===== src/rtl/rsa_pkg.sv =====
// Shared types and constants for the RSA modular-exponentiation datapath.
package rsa_pkg;

   // Default prime width of the key generator.
   localparam int DEF_WIDTH = 4;
   // Width of the modulus, exponent and data words.
   localparam int KW = 2 * DEF_WIDTH;
   // Width of the exponent-bit counter.
   localparam int CNT_W = $clog2(KW);

   typedef enum logic [1:0] {
      IDLE,
      CALC,
      DONE
   } state_t;

endpackage


===== src/rtl/rsa_modmul.sv =====
// Combinational modular multiplier: r = (a * b) mod n, with r = 0 when n == 0.
module rsa_modmul #(
   parameter int W = 8
) (
   input  logic [W-1:0] a,
   input  logic [W-1:0] b,
   input  logic [W-1:0] n,
   output logic [W-1:0] r
);

   logic [2*W-1:0] prod;
   logic [2*W-1:0] n_ext;

   // Full double-width product, then reduction; a zero modulus is defined to give 0.
   always_comb begin
      prod  = {{W{1'b0}}, a} * {{W{1'b0}}, b};
      n_ext = {{W{1'b0}}, n};
      if (n == '0) begin
         r = '0;
      end else begin
         r = W'(prod % n_ext);
      end
   end

endmodule


===== src/rtl/rsa_modexp_engine.sv =====
// Right-to-left square-and-multiply modular exponentiation, one exponent bit
// per cycle, fixed latency of 2*WIDTH cycles, valid/ready request handshake.
module rsa_modexp_engine
   import rsa_pkg::*;
#(
   parameter int WIDTH = DEF_WIDTH
) (
   input  logic                 clk,
   input  logic                 rst,
   input  logic                 in_valid,
   output logic                 in_ready,
   input  logic [2*WIDTH-1:0]   in_n,
   input  logic [2*WIDTH-1:0]   in_exp,
   input  logic [2*WIDTH-1:0]   in_data,
   output logic                 out_valid,
   output logic [2*WIDTH-1:0]   out_data
);

   localparam int DW = 2 * WIDTH;
   localparam int CW = $clog2(DW);

   state_t         state;
   logic [DW-1:0]  acc;
   logic [DW-1:0]  base;
   logic [DW-1:0]  exp_sh;
   logic [DW-1:0]  n_r;
   logic [CW-1:0]  cnt;

   logic [DW-1:0]  acc_next;
   logic [DW-1:0]  sq_a;
   logic [DW-1:0]  sq_b;
   logic [DW-1:0]  sq_n;
   logic [DW-1:0]  sq_r;

   // Squaring multiplier operands; in IDLE it is borrowed to reduce in_data mod in_n.
   always_comb begin
      // NOTE: defaults first so every path assigns every output and no latch is inferred.
      sq_a = base;
      sq_b = base;
      sq_n = n_r;
      if (state == IDLE) begin
         sq_a = in_data;
         sq_b = DW'(1);
         sq_n = in_n;
      end
   end

   rsa_modmul #(.W(DW)) u_mul_acc (
      .a (acc),
      .b (base),
      .n (n_r),
      .r (acc_next)
   );

   rsa_modmul #(.W(DW)) u_mul_sq (
      .a (sq_a),
      .b (sq_b),
      .n (sq_n),
      .r (sq_r)
   );

   // Control FSM and datapath registers; all outputs are registered.
   always_ff @(posedge clk or posedge rst) begin
      if (rst) begin
         // NOTE: datapath registers are reset too, so a reset mid-run leaves no stale X-free-but-wrong state behind.
         state     <= IDLE;
         in_ready  <= 1'b1;
         out_valid <= 1'b0;
         out_data  <= '0;
         acc       <= '0;
         base      <= '0;
         exp_sh    <= '0;
         n_r       <= '0;
         cnt       <= '0;
      end else begin
         // NOTE: non-blocking assignments so every register samples pre-edge values.
         case (state)
            IDLE: begin
               if (in_valid) begin
                  n_r      <= in_n;
                  exp_sh   <= in_exp;
                  base     <= sq_r;
                  acc      <= (in_n > DW'(1)) ? DW'(1) : '0;
                  cnt      <= '0;
                  in_ready <= 1'b0;
                  state    <= CALC;
               end
            end
            CALC: begin
               if (exp_sh[0]) begin
                  acc <= acc_next;
               end
               base   <= sq_r;
               exp_sh <= exp_sh >> 1;
               cnt    <= cnt + 1'b1;
               if (cnt == CW'(DW - 1)) begin
                  out_data  <= exp_sh[0] ? acc_next : acc;
                  out_valid <= 1'b1;
                  state     <= DONE;
               end
            end
            DONE: begin
               out_valid <= 1'b0;
               in_ready  <= 1'b1;
               state     <= IDLE;
            end
            default: begin
               state <= IDLE;
            end
         endcase
      end
   end

endmodule


===== config.mk =====
export PLATFORM = sky130hd
export DESIGN_NAME = rsa_modexp_engine
export DESIGN_NICKNAME = d
export VERILOG_FILES = /design/src/rtl/rsa_pkg.sv /design/src/rtl/rsa_modmul.sv /design/src/rtl/rsa_modexp_engine.sv
export SDC_FILE = /design/constraint.sdc
export NUM_CORES = 1
export LEC_CHECK = 0
export CAP_MARGIN = 20
export CELL_PAD_IN_SITES_DETAIL_PLACEMENT = 2
export CELL_PAD_IN_SITES_GLOBAL_PLACEMENT = 2
export CORE_MARGIN = 1
export CORE_UTILIZATION = 43
export CTS_BUF_LIST = sky130_fd_sc_hd__clkbuf_16
export DETAILED_ROUTE_END_ITERATION = 16
export PLACE_DENSITY_LB_ADDON = 0.1
export SLEW_MARGIN = 20
export SYNTH_ARGS = -nofsm -noshare
export SYNTH_HDL_FRONTEND = slang
export SYNTH_SLANG_ARGS = --single-unit

===== constraint.sdc =====
create_clock -name clk -period 67.2 [get_ports clk]
set_clock_uncertainty 0.1 [all_clocks]
set_input_delay 13.44 -clock clk [delete_from_list [all_inputs] [get_ports clk]]
set_output_delay 13.44 -clock clk [all_outputs]
set_load 0.01 [all_outputs]

==> impl_metrics.json <==
{
  "outcome": "finished clean",
  "areaGrowthSynthToFinish_pct": 6.44,
  "first_pass_grt_wire_length_um": 105000,
  "wl_per_cell_um": 23.8,
  "timing.setup.critical_path_class": "input port to register",
  "clock_sinks": 47,
  "area_of_the_mapped_netlist_mm2": 0.0174,
  "worst_ep_required_time_ps": 67290,
  "cts_tree": "built",
  "synth.net_count": 2579,
  "max_slew.worst_pin.slew_ps": 1020,
  "finalHoldWorstSlack_ps": 409,
  "min_period_ps": 52420,
  "timing.final.hold_violations": 0,
  "cp_max_fo": 16,
  "grt_overflow_total": 0,
  "die_area_mm2": 0.0412,
  "synth_cell_types": 105,
  "placement.io_buffers": 36,
  "cts_resized": 0,
  "n_fill_cell": 4559,
  "yosys_warnings": 0,
  "largest_net_degree_at_the_start_of_global_routing": 54,
  "setup_viol_count_final": 0,
  "arrival_ps": 52510,
  "totalWireLength_um": 65000,
  "cts-htree-levels": 2,
  "critical_path.reg2reg.startpoint": "state[0]",
  "critical_path.startpoint": "in_data[4]",
  "post_synth.cell_area_avg_um2": 7.90,
  "crit_path_top_delay_cell": "sky130_fd_sc_hd__a2111oi_0",
  "tritoncts.num_buffers": 5,
  "count_of_pins_over_their_slew_limit": 0,
  "ant_nets": 0,
  "share_of_synthesized_flip_flops_with_an_asynchronous_set_or_reset": 1.00,
  "setup_tns_ps": 0,
  "placementRows": 73,
  "num_io_pins": 37,
  "cts_hold_buf": 0,
  "cts_setup_buffers": 0,
  "core_area_mm2": 0.0398,
  "num_vias": 17340,
  "min-delay-path-class": "register to register",
  "route.detailed.drc": 0,
  "drt_first_iter_violations": 679,
  "antenna_violations_before_repair": 1,
  "place.gp.congestion": 0.855,
  "drive_gt1_frac": 0.0648,
  "area_occupied_by_multi_input_gates_mm2": 0.0154,
  "non_filler_instance_count_after_layout": 2735,
  "synth_sequential_area_ratio": 0.0677,
  "final_nets": 2585,
  "drt_first_pass_iters": 5,
  "die_width_um": 203,
  "layout_setup_ws_ps": 14780,
  "seq_area_mm2": 0.00118,
  "netlist_instances": 2201,
  "crit_path_start_kind": "input port",
  "placement.setup.worst_slack_ps": 14980,
  "path_clk_slew_ps": 70,
  "initial_utilization": 0.436,
  "clock_latency_ps": 310,
  "placedCellCount": 2725,
  "cts-root-buf": "sky130_fd_sc_hd__clkbuf_16",
  "synth_edf_count": 0,
  "grt_pass1_vias": 19637,
  "synthFlopType": "sky130_fd_sc_hd__dfrtp_1",
  "hold_start": "exp_sh[1]",
  "track_usage": 0.315,
  "maxSlewHeadroom": 0.318,
  "post-route-period-util": 0.780,
  "fmax_mhz": 19.1,
  "timing.critical_path.mode_cell": "sky130_fd_sc_hd__o21a_1",
  "cp_endpoint_kind": "register",
  "max_stage_delay_ps": 840,
  "cts_buffer_depth": 2,
  "grt_setup_unrepaired": "false",
  "timing.max_cap.violations": 0,
  "mostFrequentLayoutCell": "sky130_fd_sc_hd__ha_1",
  "vias_per_cell": 6.34,
  "die_h_um": 203,
  "synth-seq-cells": 47,
  "layout_common_cells": "277 x sky130_fd_sc_hd__ha_1, 171 x sky130_fd_sc_hd__nand2_1, 152 x sky130_fd_sc_hd__nor2_1",
  "place_hpwl_um": 53400
}
-- cell families after synthesis --
group | count (synthesis) | synth area share
buffers and inverters | 200 | 0.0453
AND/OR/NAND/NOR | 760 | 0.224
flip-flops | 47 | 0.0677
adder cells (fa/ha/maj) | 353 | 0.286
multiplexers | 115 | 0.0729
XOR/XNOR | 80 | 0.0403
AO/OA/AOI/OAI | 646 | 0.264
-- flip-flops by register name (all words and copies together), names as in the netlist --
register	flops
acc	8
base	8
exp_sh	8
n_r	8
out_data	8
cnt	3
state	2
in_ready	1
out_valid	1
-- final cells by class --
cell class                 instances  area share
tap                              525      0.0355
clock buffer                       5     0.00676
inverter                         144      0.0293
antenna                            2    0.000271
sequential                        47      0.0636
multi-input combinational       1954       0.835
clock inverter                     3     0.00250
timing repair buffer              55      0.0272
-- layer usage --
metal / global-route usage / up-vias / share of wire
li1: - / 8169 / -
met1: 0.347 / 8831 / 0.41
met2: 0.635 / 223 / 0.55
met3: 0.0114 / 117 / 0.014
met4: 0.105 / 0 / 0.031
met5: 0 / - / 0
-- worst paths after layout --
kind,to,slack (ps),cells past startpoint
max,base[1],14780,154
min,exp_sh[0],410,2
max reg2reg,base[1],26230,157
min reg2reg,exp_sh[0],410,2
max in group asynchronous,out_data[2],52790,2
min in group asynchronous,n_r[4],13640,2
-- cell usage after synthesis (8+ instances only) --
library cell,count,area (µm²)
sky130_fd_sc_hd__o21a_1,120,901
sky130_fd_sc_hd__o31a_1,9,78.8
sky130_fd_sc_hd__xnor2_1,41,359
sky130_fd_sc_hd__inv_1,143,537
sky130_fd_sc_hd__and2_1,70,438
sky130_fd_sc_hd__nand3_1,31,155
sky130_fd_sc_hd__o31ai_1,36,270
sky130_fd_sc_hd__nor3_1,119,596
sky130_fd_sc_hd__nand4_1,16,100
sky130_fd_sc_hd__nand2_1,171,642
sky130_fd_sc_hd__or3_1,24,150
sky130_fd_sc_hd__nor4_1,8,50.1
sky130_fd_sc_hd__nor3b_1,12,90.1
sky130_fd_sc_hd__clkbuf_1,43,161
sky130_fd_sc_hd__a211oi_1,18,135
sky130_fd_sc_hd__dfrtp_1,46,1150
sky130_fd_sc_hd__mux2_4,9,135
sky130_fd_sc_hd__o211a_1,8,80.1
sky130_fd_sc_hd__fa_1,74,1480
sky130_fd_sc_hd__nand2b_1,33,206
sky130_fd_sc_hd__mux2_2,52,586
sky130_fd_sc_hd__mux2i_1,51,510
sky130_fd_sc_hd__a21o_1,71,533
sky130_fd_sc_hd__nor2b_1,14,87.6
sky130_fd_sc_hd__and3_1,57,357
sky130_fd_sc_hd__a31oi_1,9,56.3
sky130_fd_sc_hd__a211o_1,11,96.3
sky130_fd_sc_hd__a21oi_1,96,480
sky130_fd_sc_hd__o21ai_1,10,50.1
sky130_fd_sc_hd__xor2_1,39,342
sky130_fd_sc_hd__o211ai_1,28,210
sky130_fd_sc_hd__or2_2,12,75.1
sky130_fd_sc_hd__o21ai_0,113,566
sky130_fd_sc_hd__ha_1,277,3470
sky130_fd_sc_hd__a221o_1,9,90.1
sky130_fd_sc_hd__nor2_1,153,574
-- worst max-delay path: cells and delay by family --
kind            cells  cell delay, ps
simple gates       30            7640
xor+xnor            1             250
fa+ha+maj          19            6390
compound gates     96           22640
buf+inv             4             680
mux                 4            1390
-- metrics by stage --
step | instance area [µm²] | utilization
final | 18500 | 0.465
after global routing | 18500 | 0.464
after CTS | 18500 | 0.464
after detailed placement | 18300 | 0.460
after global placement | 18300 | 0.460
after floorplan | 17400 | -
Power is not shown: default switching activity piles up to over one toggle a cycle in this logic, so the estimate is an artifact.
